==> src/rtl/decoder_pkg.sv <==
// Shared FSM state type and mode encodings for scan_decoder and its decoder.
package decoder_pkg;

  typedef enum logic [1:0] {
    IDLE   = 2'd0,
    DIRECT = 2'd1,
    SCAN   = 2'd2
  } state_t;

  localparam logic MODE_DIRECT = 1'b0;
  localparam logic MODE_SCAN   = 1'b1;

endpackage

==> src/rtl/onehot_decoder.sv <==
// Combinational one-hot decode of a select value; all-zero when not enabled.
module onehot_decoder
  import decoder_pkg::*;
#(
  parameter int SEL_W = 3
) (
  input  logic [SEL_W-1:0]        S,
  input  logic                    enable,
  output logic [(2**SEL_W)-1:0]   out
);

  // Set exactly the selected bit when enabled.
  always_comb begin
    out = {(2**SEL_W){1'b0}};
    if (enable) begin
      out[S] = 1'b1;
    end else begin
      out = {(2**SEL_W){1'b0}};
    end
  end

endmodule

==> src/rtl/scan_decoder.sv <==
// Registered one-hot decoder with direct-select and timed auto-scan modes.
// Build option: SCAN_DECODER_ACTIVE_LOW_EN drives out inverted (idle/reset all ones).
module scan_decoder
  import decoder_pkg::*;
#(
  parameter int SEL_W = 3,
  parameter int DWELL = 4,
  parameter int WRAP  = 1
) (
  input  logic                   clk,
  input  logic                   reset,
  input  logic                   enable,
  input  logic                   mode,
  input  logic                   sel_valid,
  output logic                   sel_ready,
  input  logic [SEL_W-1:0]       S,
  output logic [(2**SEL_W)-1:0]  out,
  output logic [SEL_W-1:0]       index,
  output logic                   busy,
  output logic                   done
);

  localparam int N_OUT = 2**SEL_W;
  localparam int CNT_W = (DWELL > 1) ? $clog2(DWELL) : 1;
  localparam logic [CNT_W-1:0] DWELL_LAST = CNT_W'(DWELL - 1);
  localparam logic [SEL_W-1:0] IDX_LAST   = SEL_W'(N_OUT - 1);
`ifdef SCAN_DECODER_ACTIVE_LOW_EN
  localparam logic [N_OUT-1:0] OUT_POL = {N_OUT{1'b1}};
`else
  localparam logic [N_OUT-1:0] OUT_POL = {N_OUT{1'b0}};
`endif

  state_t             state_q, state_d;
  logic [SEL_W-1:0]   index_q, index_d;
  logic [CNT_W-1:0]   dwell_q, dwell_d;
  logic [N_OUT-1:0]   out_q, out_d;
  logic               busy_q;
  logic               done_q, done_d;
  logic               hs_s;
  logic               active_s;
  logic [N_OUT-1:0]   dec_s;

  assign sel_ready = (state_q != SCAN);
  assign hs_s      = sel_valid && sel_ready && enable;
  assign active_s  = (state_d != IDLE);

  // Decode the next index so out lands in the same cycle as the new state.
  onehot_decoder #(.SEL_W(SEL_W)) u_dec (
    .S      (index_d),
    .enable (active_s),
    .out    (dec_s)
  );

  // Next-state, index and dwell sequencing.
  always_comb begin
    state_d = state_q;
    index_d = index_q;
    dwell_d = dwell_q;
    done_d  = 1'b0;
    if (!enable) begin
      state_d = IDLE;
    end else begin
      case (state_q)
        IDLE, DIRECT: begin
          if (hs_s) begin
            index_d = S;
            dwell_d = {CNT_W{1'b0}};
            state_d = (mode == MODE_SCAN) ? SCAN : DIRECT;
          end else begin
            state_d = state_q;
          end
        end
        SCAN: begin
          if (dwell_q == DWELL_LAST) begin
            dwell_d = {CNT_W{1'b0}};
            if (index_q == IDX_LAST) begin
              if (WRAP != 0) begin
                index_d = {SEL_W{1'b0}};
              end else begin
                state_d = IDLE;
                done_d  = 1'b1;
              end
            end else begin
              index_d = index_q + {{(SEL_W-1){1'b0}}, 1'b1};
            end
          end else begin
            dwell_d = dwell_q + {{(CNT_W-1){1'b0}}, 1'b1};
          end
        end
        default: begin
          state_d = IDLE;
        end
      endcase
    end
    out_d = dec_s ^ OUT_POL;
  end

  // State and output registers.
  always_ff @(posedge clk or posedge reset) begin
    if (reset) begin
      state_q <= IDLE;
      index_q <= {SEL_W{1'b0}};
      dwell_q <= {CNT_W{1'b0}};
      out_q   <= OUT_POL;
      busy_q  <= 1'b0;
      done_q  <= 1'b0;
    end else begin
      state_q <= state_d;
      index_q <= index_d;
      dwell_q <= dwell_d;
      out_q   <= out_d;
      busy_q  <= (state_d == SCAN);
      done_q  <= done_d;
    end
  end

  assign out   = out_q;
  assign index = index_q;
  assign busy  = busy_q;
  assign done  = done_q;

endmodule

==> config.mk <==
export PLATFORM = sky130hd
export DESIGN_NAME = scan_decoder
export DESIGN_NICKNAME = d
export VERILOG_FILES = /design/src/rtl/decoder_pkg.sv /design/src/rtl/onehot_decoder.sv /design/src/rtl/scan_decoder.sv
export SDC_FILE = /design/constraint.sdc
export NUM_CORES = 1
export LEC_CHECK = 0
export CAP_MARGIN = 20
export CORE_MARGIN = 10
export CORE_UTILIZATION = 53
export CTS_CLUSTER_DIAMETER = 80
export DETAILED_ROUTE_END_ITERATION = 6
export DONT_BUFFER_PORTS = 1
export GPL_ROUTABILITY_DRIVEN = 0
export HOLD_SLACK_MARGIN = 0.05
export PLACE_DENSITY = 0.7
export SETUP_SLACK_MARGIN = 0.15
export SYNTH_ARGS = -nofsm -noshare
export SYNTH_HDL_FRONTEND = slang
export SYNTH_HIERARCHICAL = 1
export SYNTH_SLANG_ARGS = --single-unit
==> constraint.sdc <==
create_clock -name clk -period 1.7 [get_ports clk]
set_input_delay 0.17 -clock clk [delete_from_list [all_inputs] [get_ports clk]]
set_output_delay 0.17 -clock clk [all_outputs]
set_load 0.005 [all_outputs]
==> flow_summary.ini, run 1 <==
[layout]
area_delta_synth_final_pct = 42.8
fillers = 70
final_cell_area_mm2 = 0.00111
fin_nets = 96
multiInputGateArea_um2 = 526
seq_area_um2 = 400
n_antenna_cell = 0
drive_above_1_share = 0.506
fin_util = 0.823

[die]
rows = 13
die_h_um = 58.3
io_pins = 22
core_area_mm2 = 0.00135
start_util = 0.576
die_area_mm2 = 0.00340
die_w_um = 58.3

[timing]
final_min_period_over_clock_period = 1.00
period_minus_slack_ps = 1710
final-hold-violation-count = 0
worst_slew_pin_slew_ps = 608
fin_skew_ps = 5.89
relSlewSlack = 0.594
slew_violations = 0
setup_tns_ps = -7.06
setup_violations = 1
rsz0062_at_grt = true
hold_slack_ps = 106
fin_ws_ps = -7.06
max_freq_mhz = 586

[clock_tree]
cts_buffers = 3
cts-root-buf = clkbuf_4
cts_tree = yes
cts-htree-levels = 1
cts_sinks = 16
path_clk_slew_ps = 90
cts_buffer_depth = 2
clkLatencyLatePin_ps = 270

[worst_setup_path]
worstSetupPathType = reg2reg
cp_max_fo = 4
reg2reg_from = index[1]
slowest_delay_ps = 420
worstSetupStartpoint = index[1]
cp_top_family = simple AND/OR/NAND/NOR gates
critPathArrivalTime_ps = 1870
critPathCaptureType = flip-flop
critPathBufInv = 0
cp-start-kind = flip-flop
cp.required_ps = 1860
slowest_stage = dfrtp_1
cp_cell_sequence = ha_4, and4b_1, a21oi_2, o211ai_1, and4b_2

[power_and_ir_drop]
swShare = 0.317
ir_drop_v = 0.000610
switching_power_w = 0.000311
power_w = 0.000979
p_int_w = 0.000669
p_comb_frac = 0.346
pwr-share-seq = 0.462
power.leakage_nw = 0.475
clock_power_share = 0.192
pwr_density_cell_mw_per_mm2 = 882

[logic_synthesis]
async_reset_ff_frac = 1.00
synth_nets = 74
syn_inst = 63
syn_area_per_cell_um2 = 12.4
synthDistinctLibCells = 29
synth_edf_count = 0
seq_area_frac_synth = 0.514
ys.flop_type = dfrtp_1
yosys_warnings = 6
syn_area_um2 = 778
ys_ff_latch = 16

[worst_hold_path]
min_path_type = in2reg
holdCritStartpoint = sel_valid

[detailed_routing]
totalWireLength_um = 2300
drtPass1Iterations = 4
wl_per_cell_um = 23.4
route.detailed.drc = 0
initialDrtViolationCount = 10
avgViaCountPerCell = 6.54
vias = 641
postRouteAntennaNets = 0

[status]
violations = negative setup slack
status = complete, but fails checks

[flow_run]
cap_violations = 0

[global_routing]
grt_pass1_vias = 604
antenna_found_initial = 0
grt_overflow = 0
grt_max_degree = 17
grt_pass1_wl_um = 3040
grt_use_total = 0.111

[placed_design]
hpwl_um = 1180
portBuffers = 0
placed_cell_area_um2 = 856
[cells by family after synthesis]
family / Yosys count / share of synthesized area
flip-flops: 16 / 0.514
adder cells (fa/ha/maj): 3 / 0.0482
AO/OA/AOI/OAI: 16 / 0.167
AND/OR/NAND/NOR: 23 / 0.241
buffers and inverters: 4 / 0.0241
other: 1 / 0.00482
[worst register-to-register path, delay by kind of cell, from the launching register on]
kind                     cells  cell delay (ps)
AO/OA/AOI/OAI                2              410
adder cells (fa/ha/maj)      1              270
flip-flops                   1              420
AND/OR/NAND/NOR              2              490
[metal layers]
metal | up-vias | GRT usage | part of all wire
met2 | 28 | 0.179 | 0.48
met1 | 321 | 0.126 | 0.41
met5 | - | 0 | 0
met3 | 4 | 0.0601 | 0.10
met4 | 0 | 0.0201 | 0.012
li1 | 288 | - | -
[placed cells by master (no fill, tap or decap), types with 3 or more instances in the layout]
cell type and n:
and4b_2 3, and4bb_2 3, buf_4 11, clkbuf_4 3
dfrtp_1 16, dlygate4sd3_1 3, ha_4 3, inv_1 3
nand2_1 4, o2bb2ai_4 3
[cell usage after synthesis, types with 2 or more instances]
library cell,number,area (um2)
a21oi_1,3,15.0
a22oi_1,2,15.0
and4b_2,3,33.8
and4bb_2,3,37.5
dfrtp_1,16,400
ha_1,3,37.5
inv_1,3,11.3
nand2_1,4,15.0
nand2b_1,2,12.5
nor2_1,2,7.51
o21ai_0,2,10.0
o21ai_1,2,10.0
o2bb2ai_1,2,17.5
[registers in the layout, summed over array words and instances (netlist names)]
register and flops:
out 8, index 3, dwell_q 2, state_q 2
busy 1
[repair_timing]
action | in CTS | in global routing
gates resized for setup | 8 | 11
pin swaps | 3 | 6
endpoints found under the hold margin | 17 | 0
setup endpoints to repair | 8 | 8
buffers inserted | 0 | 4
hold buffers | 3 | 0
gates cloned | 2 | 1
[final timing paths]
path / end / slack [ps] / depth (start not counted)
max in group asynchronous: index[2] / 910 / 2
min in group asynchronous: out[1] / 390 / 2
hold reg to reg: dwell_q[0] / 670 / 3
setup / recovery: out[5] / -7 / 5
hold / removal: state_q[0] / 110 / 2
setup reg to reg: out[5] / -7 / 5
[area by class of cell]
cell class                 count  area share
tap                           15      0.0169
clock buffer                   3      0.0203
sequential                    16       0.360
inverter                       3      0.0101
multi-input combinational     46       0.473
timing repair buffer          15       0.119
[power by group through the flow]
stage | sequential (W) | combinational, W | clock [W]
after floorplan | 0.000456 | 0.000118 | 0
after global placement | 0.000450 | 0.000202 | 0
after detailed placement | 0.000449 | 0.000206 | 0
after CTS | 0.000442 | 0.000250 | 0.000192
after global routing | 0.000456 | 0.000366 | 0.000211
final | 0.000452 | 0.000339 | 0.000188
[stage by stage]
stage / instances / setup slack [ps]
floorplan: 63 / 57.1
global placement: 85 / -25.6
detailed placement: 85 / -54.3
CTS: 93 / 47.1
global route: 98 / -44.9
finish: 98 / -7.06
Note: power is estimated with default switching activity, not from simulation.
==> inputs of run 2 (changes only) <==
--- a/config.mk
+++ b/config.mk
@@ -12,8 +12,8 @@
 export DETAILED_ROUTE_END_ITERATION = 6
 export DONT_BUFFER_PORTS = 1
 export GPL_ROUTABILITY_DRIVEN = 0
-export HOLD_SLACK_MARGIN = 0.05
 export PLACE_DENSITY = 0.7
+export RECOVER_POWER = 100
 export SETUP_SLACK_MARGIN = 0.15
 export SYNTH_ARGS = -nofsm -noshare
 export SYNTH_HDL_FRONTEND = slang
==> run 2 against run 1 <==
The run now ends clean. Clock skew fell by 0.57 ps. Combinational power fell by 1%. Critical path depth did not move. Total power fell by 0.57%. First-iteration DRC count did not move. Cell area fell by 0.68%. Hold slack got worse by 21 ps. Critical path type unchanged. Largest cell class unchanged.
==> flow_summary.ini, run 2 (synthesis gave the netlist of run 1 again) <==
[status]
status = completed

[worst_setup_path]
slowest_stage = dfrtp_1
cp-start-kind = flip-flop
critPathArrivalTime_ps = 1850
slowest_delay_ps = 420
cp_cell_sequence = ha_4, and4b_1, a21oi_2, o211ai_1, and4b_2
cp.required_ps = 1860
worstSetupPathType = reg2reg
cp_max_fo = 4
critPathCaptureType = flip-flop
r2r.worst_path.cells = 5

[timing]
max_freq_mhz = 590
hold_slack_ps = 85.7
period_minus_slack_ps = 1690
relSlewSlack = 0.594
slew_violations = 0
setup_violations = 0
fin_skew_ps = 5.32
worst_slew_pin_slew_ps = 608
rsz0062_at_grt = true
final_min_period_over_clock_period = 0.997
final-hold-violation-count = 0

[worst_hold_path]
whs_path_depth = 2
min_path_type = in2reg

[detailed_routing]
drtPass1Iterations = 4
totalWireLength_um = 2290
avgViaCountPerCell = 6.60
route.detailed.drc = 0
vias = 647
wl_per_cell_um = 23.4
postRouteAntennaNets = 0
initialDrtViolationCount = 10

[clock_tree]
cts_buffers = 3
cts-htree-levels = 1
clkLatencyLatePin_ps = 270
cts_sinks = 16
cts_buffer_depth = 2
cts_tree = yes
cts-root-buf = clkbuf_4
path_clk_slew_ps = 90

[global_routing]
grt_max_degree = 17
use_met2 = 0.179
antenna_found_initial = 0
grt_use_met3 = 0.0601
busiest_layer = met2
grt_pass1_wl_um = 3040
met1_usage = 0.126
grt_overflow = 0
grt_use_total = 0.111
grt_pass1_vias = 604

[die]
io_pins = 22
die_area_mm2 = 0.00340
core_area_mm2 = 0.00135
rows = 13
die_h_um = 58.3
start_util = 0.576
die_w_um = 58.3

[layout]
final_common_cell = dfrtp_1
n_antenna_cell = 0
final_cell_mix = dfrtp_1, buf_4, nand2_1, clkbuf_4
drive_above_1_share = 0.482
largest_register_ffs = 8
fin_nets = 96
area_delta_synth_final_pct = 41.8

[power_and_ir_drop]
power_w = 0.000974
ir_drop_v = 0.000608
power.leakage_nw = 0.470
pwr_density_cell_mw_per_mm2 = 882

[flow_run]
cap_violations = 0

[placed_design]
hpwl_um = 1180
portBuffers = 0
[run 2: cell types whose count changed in the layout (fill, tap and decap cells not counted)]
| cell | change |
|---|---|
| buf_4 | -2 |
| clkbuf_1 | +1 |
| a21oi_2 | -1 |
| a21oi_1 | +1 |
| clkbuf_4 | +1 |
[run 2: path summary, 6_finish.rpt]
| path | startpoint | endpoint | slack (ps) |
|---|---|---|---|
| worst max-delay path | index[1] | out[5] | 5 |
| min in group asynchronous | reset | out[1] | 390 |
| max in group asynchronous | reset | index[2] | 910 |
| worst min-delay path | sel_valid | busy | 90 |
| worst max register to register | index[1] | out[5] | 5 |
| worst min register to register | dwell_q[0] | dwell_q[0] | 680 |
[run 2: worst max-delay path: cells and delay by family, from the launching register on]
kind,cells,cell delay (ps)
and+or+nand+nor,2,490
DFF,1,420
AOI/OAI and AO/OA,2,400
adders and majority gates,1,270
[run 2: area by class of cell]
type,count,area [um2]
Sequential cell,16,400
Inverter,3,11.3
Fill cell,71,246
Multi-Input combinational cell,46,522
Tap cell,15,18.8
Clock buffer,3,22.5
Timing Repair Buffer,15,129
[run 2: power by group]
group	leakage (nW)	internal, W	switching, W
Sequential	0.214	0.000417	0.0000352
Clock	0.0138	0.0000819	0.000106
Combinational	0.243	0.000166	0.000168
Total	0.470	0.000664	0.000309
[run 2: per-stage QoR]
step                      setup TNS, ps  area, um2  setup slack, ps  instances   util
after floorplan                       0        785             57.1         63      -
after global placement            -66.3        856            -25.6         85  0.634
after detailed placement           -256        856            -54.3         85  0.634
after CTS                             0        971             47.1         93  0.719
after global routing               -106       1100            -43.0         98  0.817
final                                 0       1100             5.44         98  0.817
[run 2: what timing repair did]
| item | in CTS | in global routing |
|---|---|---|
| pin swaps | 3 | 6 |
| hold endpoints to repair | 17 | 0 |
| setup endpoints to repair | 8 | 8 |
| hold buffers | 3 | 0 |
| setup buffers | 0 | 4 |
| cloned | 2 | 1 |
| resized for setup | 8 | 11 |
[run 2: layer usage]
layer | vias up | part of all wire
met4 | 0 | 0.012
met1 | 324 | 0.41
met5 | - | 0
met2 | 31 | 0.48
met3 | 5 | 0.097
li1 | 287 | -
==> inputs of run 3 (changes only) <==
--- a/config.mk
+++ b/config.mk
@@ -7,12 +7,13 @@
 export LEC_CHECK = 0
 export CAP_MARGIN = 20
 export CORE_MARGIN = 10
-export CORE_UTILIZATION = 53
+export CORE_UTILIZATION = 55
+export CTS_BUF_LIST = sky130_fd_sc_hd__clkbuf_8
 export CTS_CLUSTER_DIAMETER = 80
 export DETAILED_ROUTE_END_ITERATION = 6
 export DONT_BUFFER_PORTS = 1
 export GPL_ROUTABILITY_DRIVEN = 0
-export PLACE_DENSITY = 0.7
+export PLACE_DENSITY = 0.72
 export RECOVER_POWER = 100
 export SETUP_SLACK_MARGIN = 0.15
 export SYNTH_ARGS = -nofsm -noshare
==> run 3 against run 2 <==
Critical path depth is 1 higher. Register-to-register slack better by 50 ps. First-iteration DRC count down 10%. Clock skew down 3.4 ps. Cell area fell by 9.0%. Worst setup slack better by 47 ps. Total power is 1.5% higher. Hold slack worse by 68 ps. Critical endpoint is now out[4]. Largest cell class unchanged.
==> flow_summary.ini, run 3 (synthesis gave the netlist of run 1 again) <==
[status]
status = completed

[layout]
final_cell_mix = dfrtp_1, buf_4, nand2_1
n_antenna_cell = 0
area_delta_synth_final_pct = 29.1
fin_util = 0.763
fin_cells = 92
drive_above_1_share = 0.429
fin_nets = 90
final_common_cell = dfrtp_1
fillers = 77
largest_register_ffs = 8

[die]
die_w_um = 57.6
io_pins = 22
core_area_mm2 = 0.00132
start_util = 0.591
rows = 13
die_area_mm2 = 0.00332
die_h_um = 57.6

[worst_hold_path]
holdCritStartpoint = mode
min_path_type = in2reg

[power_and_ir_drop]
power.leakage_nw = 0.441
p_comb_frac = 0.263
clock_power_share = 0.281
pwr_density_cell_mw_per_mm2 = 984
swShare = 0.287
switching_power_w = 0.000284
pwr-share-seq = 0.456
ir_drop_v = 0.000660
p_int_w = 0.000704

[worst_setup_path]
critPathCaptureType = flip-flop
critPathCapture = out[4]
ff2ff_setup_slack_ps = 50
cp.required_ps = 1890
r2r.worst_path.cells = 6
worstSetupPathType = reg2reg
reg2reg_from = dwell_q[1]
cp-start-kind = flip-flop
cp_max_fo = 4
critPathArrivalTime_ps = 1830
worstSetupStartpoint = dwell_q[1]
r2r_end = out[4]

[detailed_routing]
wl_per_cell_um = 21.8
initialDrtViolationCount = 9
vias = 606
totalWireLength_um = 2010
drtPass1Iterations = 4
postRouteAntennaNets = 0
route.detailed.drc = 0
avgViaCountPerCell = 6.59

[clock_tree]
path_clk_slew_ps = 60
cts-root-buf = clkbuf_8
clkLatencyLatePin_ps = 250
cts_buffers = 3
cts_sinks = 16
cts_buffer_depth = 2
cts-htree-levels = 1
cts_tree = yes

[global_routing]
grt_overflow = 0
use_met2 = 0.189
antenna_found_initial = 0
grt_pass1_vias = 606
busiest_layer = met2
grt_use_met3 = 0.0436
grt_max_degree = 17
met1_usage = 0.141
grt_pass1_wl_um = 3170
grt_use_total = 0.120

[placed_design]
post-place-cells = 83
hpwl_um = 1210
portBuffers = 0

[timing]
setup_violations = 0
relSlewSlack = 0.609
rsz0062_at_grt = true
slew_violations = 0
worst_slew_pin_slew_ps = 586
max_freq_mhz = 607
final-hold-violation-count = 0
final_min_period_over_clock_period = 0.969
fin_skew_ps = 1.91
period_minus_slack_ps = 1650

[flow_run]
cap_violations = 0
-- run 3: cell types whose count changed in the layout (fill, tap and decap cells not counted), moves of 2 or more --
cell and change:
clkbuf_8 +3, ha_4 -3, ha_1 +2, dlygate4sd3_1 -2, buf_4 -2, clkbuf_4 -4
-- run 3: power groups by stage --
| stage | Sequential (W) | Combinational, W | Clock (W) |
|---|---|---|---|
| 4_1_cts | 0.000449 | 0.000244 | 0.000279 |
| 2_1_floorplan | 0.000456 | 0.000118 | 0 |
| 6_report | 0.000451 | 0.000260 | 0.000278 |
| 3_5_place_dp | 0.000452 | 0.000194 | 0 |
| 5_1_grt | 0.000456 | 0.000284 | 0.000300 |
| 3_3_place_gp | 0.000452 | 0.000189 | 0 |
-- run 3: stage by stage --
step | hold slack, ps | TNS, ps | area (um2) | setup WS [ps] | total power (W)
after global routing | 14.6 | -7.57 | 1000 | -7.57 | 0.00104
after floorplan | 83.7 | 0 | 785 | 57.1 | 0.000574
after global placement | 150 | -492 | 841 | -96.9 | 0.000641
after detailed placement | 154 | -740 | 841 | -120 | 0.000646
final | 17.7 | 0 | 1000 | 52.1 | 0.000989
after CTS | 7.02 | 0 | 978 | 47.2 | 0.000972
-- run 3: final cells by class --
type                       instances  area (um2)  share of cell area
multi-input combinational         44         452               0.450
sequential                        16         400               0.399
timing repair buffer              11        81.3              0.0809
clock buffer                       3        41.3              0.0411
tap                               15        18.8              0.0187
inverter                           3        11.3              0.0112
-- run 3: how the worst min path moves through the flow --
| stage | slack [ps] | cells past startpoint | end |
|---|---|---|---|
| 4_1_cts | 7 | 1 | state_q[0] |
| 2_1_floorplan | 80 | 1 | busy |
| 5_1_grt | 10 | 1 | state_q[0] |
| 3_3_place_gp | 150 | 1 | busy |
| 3_5_place_dp | 150 | 1 | busy |
| 6_report | 20 | 1 | state_q[0] |
-- run 3: layer usage --
layer | share of wire | vias up | routed length, um
met3 | 0.069 | 9 | 138
met2 | 0.48 | 21 | 969
met5 | 0 | - | 0
met1 | 0.41 | 307 | 822
met4 | 0.039 | 0 | 79
li1 | - | 269 | -
-- run 3: repair_timing --
action	4_1_cts	5_1_grt
resized for setup	9	5
pin swaps	6	6
hold buffers	1	0
cloned	1	0
setup endpoints to repair	10	9
endpoints found under the hold margin	16	0
setup buffers	2	2
-- run 3: worst max-delay path: stages, from the launching register on --
cell,delay [ps]
dfrtp_1,380
ha_2,200
and3b_2,260
o21ai_4,230
buf_6,140
o2bb2ai_4,120
and4bb_2,240
